[src/rtl/fft_stage_sequencer_if.sv]
// Bus bundle between the FFT stage sequencer and its controller / datapath.
// The slave side is the sequencer; the master side requests transforms and consumes addresses.
interface fft_stage_sequencer_if #(
   parameter int LOG2N = 8
);
   logic             start;
   logic             hold;
   logic             busy;
   logic             done;
   logic [3:0]       stage;
   logic             rd_en;
   logic [LOG2N-1:0] rd_addr_a;
   logic [LOG2N-1:0] rd_addr_b;
   logic [LOG2N-2:0] tw_addr;
   logic             wr_en;
   logic [LOG2N-1:0] wr_addr_a;
   logic [LOG2N-1:0] wr_addr_b;

   modport master (
      output start, hold,
      input  busy, done, stage, rd_en, rd_addr_a, rd_addr_b, tw_addr,
      input  wr_en, wr_addr_a, wr_addr_b
   );

   modport slave (
      input  start, hold,
      output busy, done, stage, rd_en, rd_addr_a, rd_addr_b, tw_addr,
      output wr_en, wr_addr_a, wr_addr_b
   );
endinterface

[src/rtl/fft_stage_sequencer.sv]
// In-place radix-2 DIT FFT scheduler: one butterfly per cycle per stage, with a
// write-back delay line matching the free-running datapath and a drain between stages.
module fft_stage_sequencer #(
   parameter int LOG2N   = 8,
   parameter int ROM_LAT = 1,
   parameter int MUL_LAT = 6,
   parameter int ADD_LAT = 8
) (
   input logic                  clk,
   input logic                  rst,
   fft_stage_sequencer_if.slave bus
);
   localparam int               PIPE_LAT   = ROM_LAT + MUL_LAT + ADD_LAT;
   localparam int               HALF_N     = 1 << (LOG2N - 1);
   localparam logic [LOG2N-2:0] K_LAST     = (LOG2N-1)'(HALF_N - 1);
   localparam logic [LOG2N-2:0] K_ONE      = 1;
   localparam logic [LOG2N-1:0] A_ONE      = 1;
   localparam logic [3:0]       LAST_STAGE = 4'(LOG2N - 1);

   typedef enum logic [1:0] {IDLE, ISSUE, DRAIN} state_t;

   state_t           state_q, state_d;
   logic [3:0]       stage_q, stage_d;
   logic [LOG2N-2:0] k_q, k_d;
   logic             busy_q, busy_d;
   logic             done_q, done_d;
   logic             rd_en_q, rd_en_d;
   logic [LOG2N-1:0] rd_a_q, rd_a_d;
   logic [LOG2N-1:0] rd_b_q, rd_b_d;
   logic [LOG2N-2:0] tw_q, tw_d;

   logic             pipe_v_q [PIPE_LAT];
   logic             pipe_v_d [PIPE_LAT];
   logic [LOG2N-1:0] pipe_a_q [PIPE_LAT];
   logic [LOG2N-1:0] pipe_a_d [PIPE_LAT];
   logic [LOG2N-1:0] pipe_b_q [PIPE_LAT];
   logic [LOG2N-1:0] pipe_b_d [PIPE_LAT];

   logic             issue;
   logic [3:0]       iss_stage;
   logic [LOG2N-2:0] iss_k;
   logic             in_flight;

   // The entry leaving the delay line this cycle is written at the next edge, so the
   // next stage may issue alongside it without a read-after-write hazard.
   always_comb begin
      in_flight = rd_en_q;
      for (int i = 0; i < PIPE_LAT - 1; i++) begin
         in_flight = in_flight | pipe_v_q[i];
      end
   end

   always_comb begin
      state_d   = state_q;
      stage_d   = stage_q;
      k_d       = k_q;
      busy_d    = busy_q;
      done_d    = 1'b0;
      issue     = 1'b0;
      iss_stage = stage_q;
      iss_k     = k_q;
      case (state_q)
         IDLE: begin
            if (bus.start) begin
               issue     = 1'b1;
               iss_stage = 4'd0;
               iss_k     = '0;
               stage_d   = 4'd0;
               k_d       = K_ONE;
               busy_d    = 1'b1;
               state_d   = ISSUE;
            end
         end
         ISSUE: begin
            if (!bus.hold) begin
               issue = 1'b1;
               if (k_q == K_LAST) begin
                  k_d     = '0;
                  state_d = DRAIN;
               end else begin
                  k_d = k_q + K_ONE;
               end
            end
         end
         DRAIN: begin
            if (!in_flight) begin
               if (stage_q == LAST_STAGE) begin
                  stage_d = 4'd0;
                  busy_d  = 1'b0;
                  done_d  = 1'b1;
                  state_d = IDLE;
               end else begin
                  issue     = 1'b1;
                  iss_stage = stage_q + 4'd1;
                  iss_k     = '0;
                  stage_d   = stage_q + 4'd1;
                  k_d       = K_ONE;
                  state_d   = ISSUE;
               end
            end
         end
         default: state_d = IDLE;
      endcase
   end

   // Butterfly k of stage s pairs a and a+2^s, where a inserts a zero at bit s of k.
   logic [LOG2N-1:0] kx, half, mask, addr_a;
   always_comb begin
      kx     = {1'b0, iss_k};
      half   = A_ONE << iss_stage;
      mask   = half - A_ONE;
      addr_a = ((kx >> iss_stage) << (iss_stage + 4'd1)) | (kx & mask);
      rd_en_d = issue;
      rd_a_d  = issue ? addr_a : '0;
      rd_b_d  = issue ? (addr_a | half) : '0;
      tw_d    = issue ? ((iss_k & mask[LOG2N-2:0]) << (LAST_STAGE - iss_stage)) : '0;
   end

   always_comb begin
      for (int i = 0; i < PIPE_LAT; i++) begin
         if (i == 0) begin
            pipe_v_d[i] = rd_en_q;
            pipe_a_d[i] = rd_a_q;
            pipe_b_d[i] = rd_b_q;
         end else begin
            pipe_v_d[i] = pipe_v_q[i-1];
            pipe_a_d[i] = pipe_a_q[i-1];
            pipe_b_d[i] = pipe_b_q[i-1];
         end
      end
   end

   always_ff @(posedge clk or negedge rst) begin
      if (!rst) begin
         state_q <= IDLE;
         stage_q <= 4'd0;
         k_q     <= '0;
         busy_q  <= 1'b0;
         done_q  <= 1'b0;
         rd_en_q <= 1'b0;
         rd_a_q  <= '0;
         rd_b_q  <= '0;
         tw_q    <= '0;
         for (int i = 0; i < PIPE_LAT; i++) begin
            pipe_v_q[i] <= 1'b0;
            pipe_a_q[i] <= '0;
            pipe_b_q[i] <= '0;
         end
      end else begin
         state_q <= state_d;
         stage_q <= stage_d;
         k_q     <= k_d;
         busy_q  <= busy_d;
         done_q  <= done_d;
         rd_en_q <= rd_en_d;
         rd_a_q  <= rd_a_d;
         rd_b_q  <= rd_b_d;
         tw_q    <= tw_d;
         for (int i = 0; i < PIPE_LAT; i++) begin
            pipe_v_q[i] <= pipe_v_d[i];
            pipe_a_q[i] <= pipe_a_d[i];
            pipe_b_q[i] <= pipe_b_d[i];
         end
      end
   end

   assign bus.busy      = busy_q;
   assign bus.done      = done_q;
   assign bus.stage     = stage_q;
   assign bus.rd_en     = rd_en_q;
   assign bus.rd_addr_a = rd_a_q;
   assign bus.rd_addr_b = rd_b_q;
   assign bus.tw_addr   = tw_q;
   assign bus.wr_en     = pipe_v_q[PIPE_LAT-1];
   assign bus.wr_addr_a = pipe_a_q[PIPE_LAT-1];
   assign bus.wr_addr_b = pipe_b_q[PIPE_LAT-1];
endmodule
[src/flat_wrapper.sv]
// flat-port wrapper written by rule: the top's interface ports become plain ports
module fft_stage_sequencer_flat 
#(
   parameter int LOG2N   = 8,
   parameter int ROM_LAT = 1,
   parameter int MUL_LAT = 6,
   parameter int ADD_LAT = 8
)
  (clk, rst, bus_start, bus_hold, bus_busy, bus_done, bus_stage, bus_rd_en, bus_rd_addr_a, bus_rd_addr_b, bus_tw_addr, bus_wr_en, bus_wr_addr_a, bus_wr_addr_b);
  fft_stage_sequencer_if #(.LOG2N(LOG2N)) bus_i ();
  input logic clk;
  input logic rst;
  input wire logic [$bits(bus_i.start)-1:0] bus_start;
  input wire logic [$bits(bus_i.hold)-1:0] bus_hold;
  output wire logic [$bits(bus_i.busy)-1:0] bus_busy;
  output wire logic [$bits(bus_i.done)-1:0] bus_done;
  output wire logic [$bits(bus_i.stage)-1:0] bus_stage;
  output wire logic [$bits(bus_i.rd_en)-1:0] bus_rd_en;
  output wire logic [$bits(bus_i.rd_addr_a)-1:0] bus_rd_addr_a;
  output wire logic [$bits(bus_i.rd_addr_b)-1:0] bus_rd_addr_b;
  output wire logic [$bits(bus_i.tw_addr)-1:0] bus_tw_addr;
  output wire logic [$bits(bus_i.wr_en)-1:0] bus_wr_en;
  output wire logic [$bits(bus_i.wr_addr_a)-1:0] bus_wr_addr_a;
  output wire logic [$bits(bus_i.wr_addr_b)-1:0] bus_wr_addr_b;
  assign bus_i.start = bus_start;
  assign bus_i.hold = bus_hold;
  assign bus_busy = bus_i.busy;
  assign bus_done = bus_i.done;
  assign bus_stage = bus_i.stage;
  assign bus_rd_en = bus_i.rd_en;
  assign bus_rd_addr_a = bus_i.rd_addr_a;
  assign bus_rd_addr_b = bus_i.rd_addr_b;
  assign bus_tw_addr = bus_i.tw_addr;
  assign bus_wr_en = bus_i.wr_en;
  assign bus_wr_addr_a = bus_i.wr_addr_a;
  assign bus_wr_addr_b = bus_i.wr_addr_b;
  fft_stage_sequencer #(.LOG2N(LOG2N), .ROM_LAT(ROM_LAT), .MUL_LAT(MUL_LAT), .ADD_LAT(ADD_LAT)) u_core (.clk(clk), .rst(rst), .bus(bus_i));
endmodule
[config.mk]
export PLATFORM = sky130hd
export DESIGN_NAME = fft_stage_sequencer_flat
export DESIGN_NICKNAME = d
export VERILOG_FILES = /design/src/rtl/fft_stage_sequencer_if.sv /design/src/rtl/fft_stage_sequencer.sv /design/src/flat_wrapper.sv
export SDC_FILE = /design/constraint.sdc
export NUM_CORES = 1
export LEC_CHECK = 0
export CORE_MARGIN = 2
export CORE_UTILIZATION = 50
export CTS_CLUSTER_DIAMETER = 200
export DETAILED_ROUTE_END_ITERATION = 8
export GPL_TIMING_DRIVEN = 0
export PLACE_DENSITY = 0.71
export REMOVE_ABC_BUFFERS = 1
export SLEW_MARGIN = 20
export SYNTH_ARGS = -nofsm -noshare
export SYNTH_HDL_FRONTEND = slang
export SYNTH_SLANG_ARGS = --single-unit
export TNS_END_PERCENT = 20
[constraint.sdc]
create_clock -name clk -period 5.5 [get_ports clk]
set_input_delay 0.55 -clock clk [delete_from_list [all_inputs] [get_ports clk]]
set_output_delay 0.55 -clock clk [all_outputs]
set_load 0.05 [all_outputs]
; Word level (Yosys, flattened, before mapping)
; Cells that the tools add are included.
; W data, S select, Z words.
[totals]
wordCells = 136
rom_bits = 0
latch_bits = 0
n_memories = 0
ram_bits = 0
output_inout_bits = 47
reg_bits = 294
[op_classes]
div = 0
n_reduce_logical = 7
mux = 38
eq_ne = 10
bitwise = 18
shifts = 4
add_sub_neg = 5
mul = 0
magnitude_cmp = 0
[op_table]
columns = operator, count
row1 = $mux W7, 9
row2 = $pmux W7 S3, 1
row3 = $mux W4, 5
row4 = $mux W8, 2
row5 = $or A8 B8 Y8, 2
row6 = $pmux W4 S2, 2
row7 = $or A1 B1 Y1, 14
row8 = $pmux W7 S2, 1
row9 = $mux W1, 11
row10 = $add A4 B1 Y4 const B, 2
row11 = $and A7 B8 Y8, 1
row12 = $mux W2, 4
row13 = $ne A2 B2 Y1 const B, 4
row14 = $reduce_and A4 Y1, 2
row15 = $shl A1 B4 Y8 const A, 1
row16 = $shl A8 B4 Y8, 1
row17 = $shr A7 B4 Y8, 1
row18 = $sub A8 B1 Y8 const B, 1
row19 = $add A7 B1 Y7 const B, 1
row20 = $and A7 B7 Y7, 1
row21 = $eq A7 B7 Y1 const B, 1
row22 = $shl A7 B4 Y7, 1
row23 = $pmux W2 S3, 1
row24 = $reduce_and A5 Y1, 1
row25 = other kinds (11), 12

; Depth between registers and ports, before layout
[logic_depth]
ltp_word = 22
mapped_depth = 18

; Worst setup path after synthesis
; Ideal clock, no wire load.
[synth_timing]
path_kind = flip-flop to flip-flop
startpoint = register u_core.stage_q[1] (netlist: u_core.bus.stage[1])
endpoint = register u_core.rd_b_q[4] (netlist: u_core.bus.rd_addr_b[4])
path_buffers = 2
path_stages_with_launch = 18
synth_period_minus_slack_ps = 4194
required_ps = 5413
setup_time_ps = 87
arrival_time_ps = 4107
setup_slack_ps = 1306
cell_sequence = dfrtp_1 ha_1 and3b_1 buf_2 inv_1 ha_1 nor3b_1 and2_1 nor2_1 nand2_1 or2_2 ha_1 buf_1 or3_1 or3_1 a211oi_1 o41ai_2 o211ai_1
[synth_between]
elab_chain_len = 10
[synth_rtl]
columns = element, line_no
row1 = "start, declared", fft_stage_sequencer.sv:23  ; logic [3:0] stage_q, stage_d;
row2 = "start signal, assigned", fft_stage_sequencer.sv:151  ; stage_q <= stage_d;
row3 = $add A4 B1 Y4 / $eq A4 B3 Y1 (equally long branches), "fft_stage_sequencer.sv:94, fft_stage_sequencer.sv:87"
row4 = $mux W4, fft_stage_sequencer.sv:87  ; if (stage_q == LAST_STAGE) begin
row5 = $mux W4, fft_stage_sequencer.sv:86  ; if (!in_flight) begin
row6 = $pmux W4 S2, fft_stage_sequencer.sv:62  ; case (state_q)
row7 = $shl A1 B4 Y8, fft_stage_sequencer.sv:110  ; half = A_ONE << iss_stage;
row8 = $sub A8 B1 Y8, fft_stage_sequencer.sv:111  ; mask = half - A_ONE;
row9 = $and A7 B8 Y8, fft_stage_sequencer.sv:112  ; addr_a = ((kx >> iss_stage) << (iss_stage + 4'd1)) | (kx & mask);
row10 = $or A8 B8 Y8, fft_stage_sequencer.sv:112
row11 = $or A8 B8 Y8, fft_stage_sequencer.sv:115  ; rd_b_d = issue ? (addr_a | half) : '0;
row12 = $mux W8 *, fft_stage_sequencer.sv:115
row13 = via u_core.rd_b_d[4], fft_stage_sequencer.sv:29  ; logic [LOG2N-1:0] rd_b_q, rd_b_d;
row14 = "end signal, assigned", fft_stage_sequencer.sv:157  ; rd_b_q <= rd_b_d;
row15 = "end, declared", fft_stage_sequencer.sv:29
; Mark *: on every way through the listed nets, which the timed path passes. The rest lies on a longest branch.
; A chain may end at the register's enable or synchronous reset.

; Worst setup path in the final report
; Ends and elaborated chain as after synthesis.

==> metrics.cfg <==
[timing]
relSlewSlack_pct = 37.6
skew_ns = 0.0189
setup_ws_ns = 0.448
slew_viol_final = 0
setup_violations = 0
max_freq_mhz = 198
finalSetupTns_ns = 0
finalHoldViolCount = 0
fin_crit_sh_pct = 91.9
tightest_slew_ns = 0.933
fin_crit_ns = 5.05
rsz0062_at_grt = no

[clocking]
cts_htree_levels = 1
root_buffer = clkbuf_16
cts_buffer_depth = 3
cts_buffers = 28
cts.sinks = 294
clk_pin_slew_ns = 0.07
insertion_delay_ns = 0.53
tritoncts = yes

[yosys]
ys_seq_area_share_pct = 79.6
synth_compound_area_share_pct = 7.35
synthMuxAreaShare_pct = 0
yosysTopAreaCellShare_pct = 79.6
yosysTopAreaCell = dfrtp_1
synth.area.top_cells = dfrtp_1 80%, nand2_1 1.5%, buf_4 1.4%, nor2_1 1.3%, a21oi_1 1.2%
synthSimpleGateAreaFrac_pct = 8.87
ys_warn_count = 0
syn-mean-instance-area_um2 = 15.4
ys_types = 69
mappedNetlistArea_um2 = 9240
synthFlopType = dfrtp_1
async_reset_ff_share_pct = 100
synthXorXnorAreaFrac_pct = 0.569
synth-edff-count = 0
ys_ff_latch = 294
yosys.area_share.adder_pct = 0.677
synth_top_family_by_area = simple AND/OR/NAND/NOR gates
netlist_instances = 598

[setup_path]
critPathLaunchType = register
crit_arrival_ns = 5.49
ff2ff_path_depth = 15
cp_common_cell = ha_1
rr_startpoint = u_core.bus.stage[1]$_DFFE_PN0P_
slowest_delay_ns = 0.53
path_class = register to register
end_kind = register
cp.required_ns = 5.94
crit_fanout = 14
reg2reg_to = u_core.bus.rd_addr_b[4]$_DFF_PN0_
slowest_stage = dfrtp_1
regToRegSetupSlack_ns = 0.45
crit_chain = ha_1 > and3b_1 > inv_1 > ha_1 > nor3b_1 > and2_1 > nor2_2 > nand2_1 > or2_2 > ha_1 > or3_1 > or3_1 > a211oi_1 > o41ai_2 > o211ai_1

[hold_path]
hold-path-endpoint = u_core.pipe_b_d[28]$_DFF_PN0_
holdPathStages = 0
hp-class = register to register
min_from = u_core.pipe_b_d[36]$_DFF_PN0_

[die]
num_rows = 49
initial_utilization_pct = 51.2
dieArea_um2 = 19600
die_y_um = 140
die_x_um = 140
pin_count = 51
core_area_um2 = 18000

[routing]
vias_per_cell = 5.31
drt-initial-drc-count = 330
ant_nets = 0
routed-via-count = 4764
first_pass_iters = 5
route.detailed.drc = 0
wire_per_inst_um = 19.5
wirelength_um = 17500

[pwr]
cellPowerDensity_nw_per_um2 = 464
comb_power_share_pct = 9.2
power_leakage_nw = 5.20
seqPwrFrac_pct = 52.9
intPower_w = 0.00378
p_clk_share_pct = 37.8
switching_share_pct = 25.0
switchingPower_w = 0.00126
ir_worst_vdd_uv = 426

[cells_and_area]
n_fill_cell = 1324
drive_above_1_share_pct = 11.5
final-seq-area_um2 = 7360
final_core_util_pct = 60.2
n_antenna_cell = 0
multi_input_area_um2 = 1620
final_cells = 898
nets = 656
area_growth_pct = 17.6

[placement]
io_buffers = 50
gp_congestion = 0.791
hpwl_um = 10900
placed_cells = 845
preCtsSetupSlack_ns = 0.335

[global_routing]
grt_pass1_wl_um = 28400
grt_antenna_before_repair = 0
grt_pass1_vias = 5069
grt.overflow.total = 0
grtUsageTotal_pct = 18.5
grt_max_degree = 89

[run_status]
outcome = finished, final reports clean

[flow_run]
cap_viol_max_count = 0

-- registers in the layout (all words and copies together), names as in the netlist, 2 cells and up --
name and cells:
u_core.pipe_v_d 14, u_core.bus.stage 4, u_core.state_q 2, u_core.bus.tw_addr 7, u_core.bus.wr_addr_a 8, u_core.bus.rd_addr_b 8
u_core.pipe_a_d 112, u_core.pipe_b_d 112, u_core.bus.wr_addr_b 8, u_core.k_q 7, u_core.bus.rd_addr_a 8
-- power by group through the flow --
stage / combinational, W / clock [W] / sequential (W)
after floorplan: 0.000131 / 0 / 0.00278
after global placement: 0.000457 / 0 / 0.00270
after detailed placement: 0.000466 / 0 / 0.00270
after CTS: 0.000469 / 0.00197 / 0.00268
after global routing: 0.000499 / 0.00206 / 0.00270
final: 0.000466 / 0.00191 / 0.00267
-- area by class of cell --
cell class,count,area share (%)
clock inverter,13,1.28
multi-input combinational,258,14.9
clock buffer,39,7.48
inverter,10,0.346
tap,229,2.64
timing repair buffer,55,5.58
sequential,294,67.7
-- cells by family (layout without fill, tap and decap cells) --
family          after synthesis  count (layout)
compound gates              100             100
flops                       294             294
simple gates                147             147
fa+ha+maj                     5               5
xor+xnor                      6               6
buf+inv                      46             117
-- critical path: cells and delay by family, from the launching register on --
kind	cells	cell delay, ns
AND/OR/NAND/NOR	8	2.60
flip-flops	1	0.53
AO/OA/AOI/OAI	3	0.57
buffers and inverters	1	0.19
adder cells (fa/ha/maj)	3	1.05
-- placed cells by master (no fill, tap or decap), drive strengths merged, types with 8 or more instances in the layout --
cell type / instances
a211oi: 9
a21oi: 25
clkbuf: 39
clkdlybuf4s50: 49
clkinv: 8
dfrtp: 294
inv: 11
nand2: 39
nand3: 19
nor2: 32
nor3: 11
o21ai: 25
-- worst max path at each step --
stage | from | to | slack [ns] | cells after the start
global placement | rst | u_core.pipe_a_d[101]$_DFF_PN0_ | -7.45 | 1
CTS | u_core.bus.stage[1]$_DFFE_PN0P_ | u_core.bus.rd_addr_b[4]$_DFF_PN0_ | 0.25 | 15
detailed placement | u_core.bus.stage[1]$_DFFE_PN0P_ | u_core.bus.rd_addr_b[4]$_DFF_PN0_ | 0.33 | 15
global route | u_core.bus.stage[1]$_DFFE_PN0P_ | u_core.bus.rd_addr_b[4]$_DFF_PN0_ | 0.18 | 15
floorplan | u_core.bus.stage[1]$_DFFE_PN0P_ | u_core.bus.rd_addr_b[4]$_DFF_PN0_ | 1.01 | 15
finish | u_core.bus.stage[1]$_DFFE_PN0P_ | u_core.bus.rd_addr_b[4]$_DFF_PN0_ | 0.45 | 15
-- what timing repair did --
action / 4_1_cts / 5_1_grt
gates resized for setup: 0 / 1
hold buffers: 1 / 0
endpoints found under the setup margin: 0 / 3
endpoints found under the hold margin: 63 / 0
setup buffers: 0 / 0
-- cell usage after synthesis, types with 7 or more instances --
cell      instances
dfrtp_1         294
nand2_1          38
nor2_1           32
a21oi_1          23
nand3_1          18
buf_4            17
o21ai_0          17
nor3_1           10
buf_2             9
inv_1             9
a211oi_1          8
clkbuf_1          7
or3_1             7
-- routing by layer --
layer  global-route usage (%)  share of wire (%)  wire length (µm)  vias to the layer above
met5                        0                  0                 0                        -
met4                     5.47                2.0               343                        0
met3                     3.52                5.2               903                       24
met2                     29.7                 48              8380                      131
met1                     26.4                 45              7850                     2478
li1                         -                  -                 -                     2131
-- metrics by stage --
stage	power, W	instance area (µm²)	hold slack (ns)
finish	0.00504	10900	0.337
CTS	0.00512	10900	0.345
detailed placement	0.00317	9900	0.335
global route	0.00526	10900	0.350
global placement	0.00315	9800	0.332
floorplan	0.00291	9010	0.254
No activity file was read; power rests on OpenSTA's default activity.
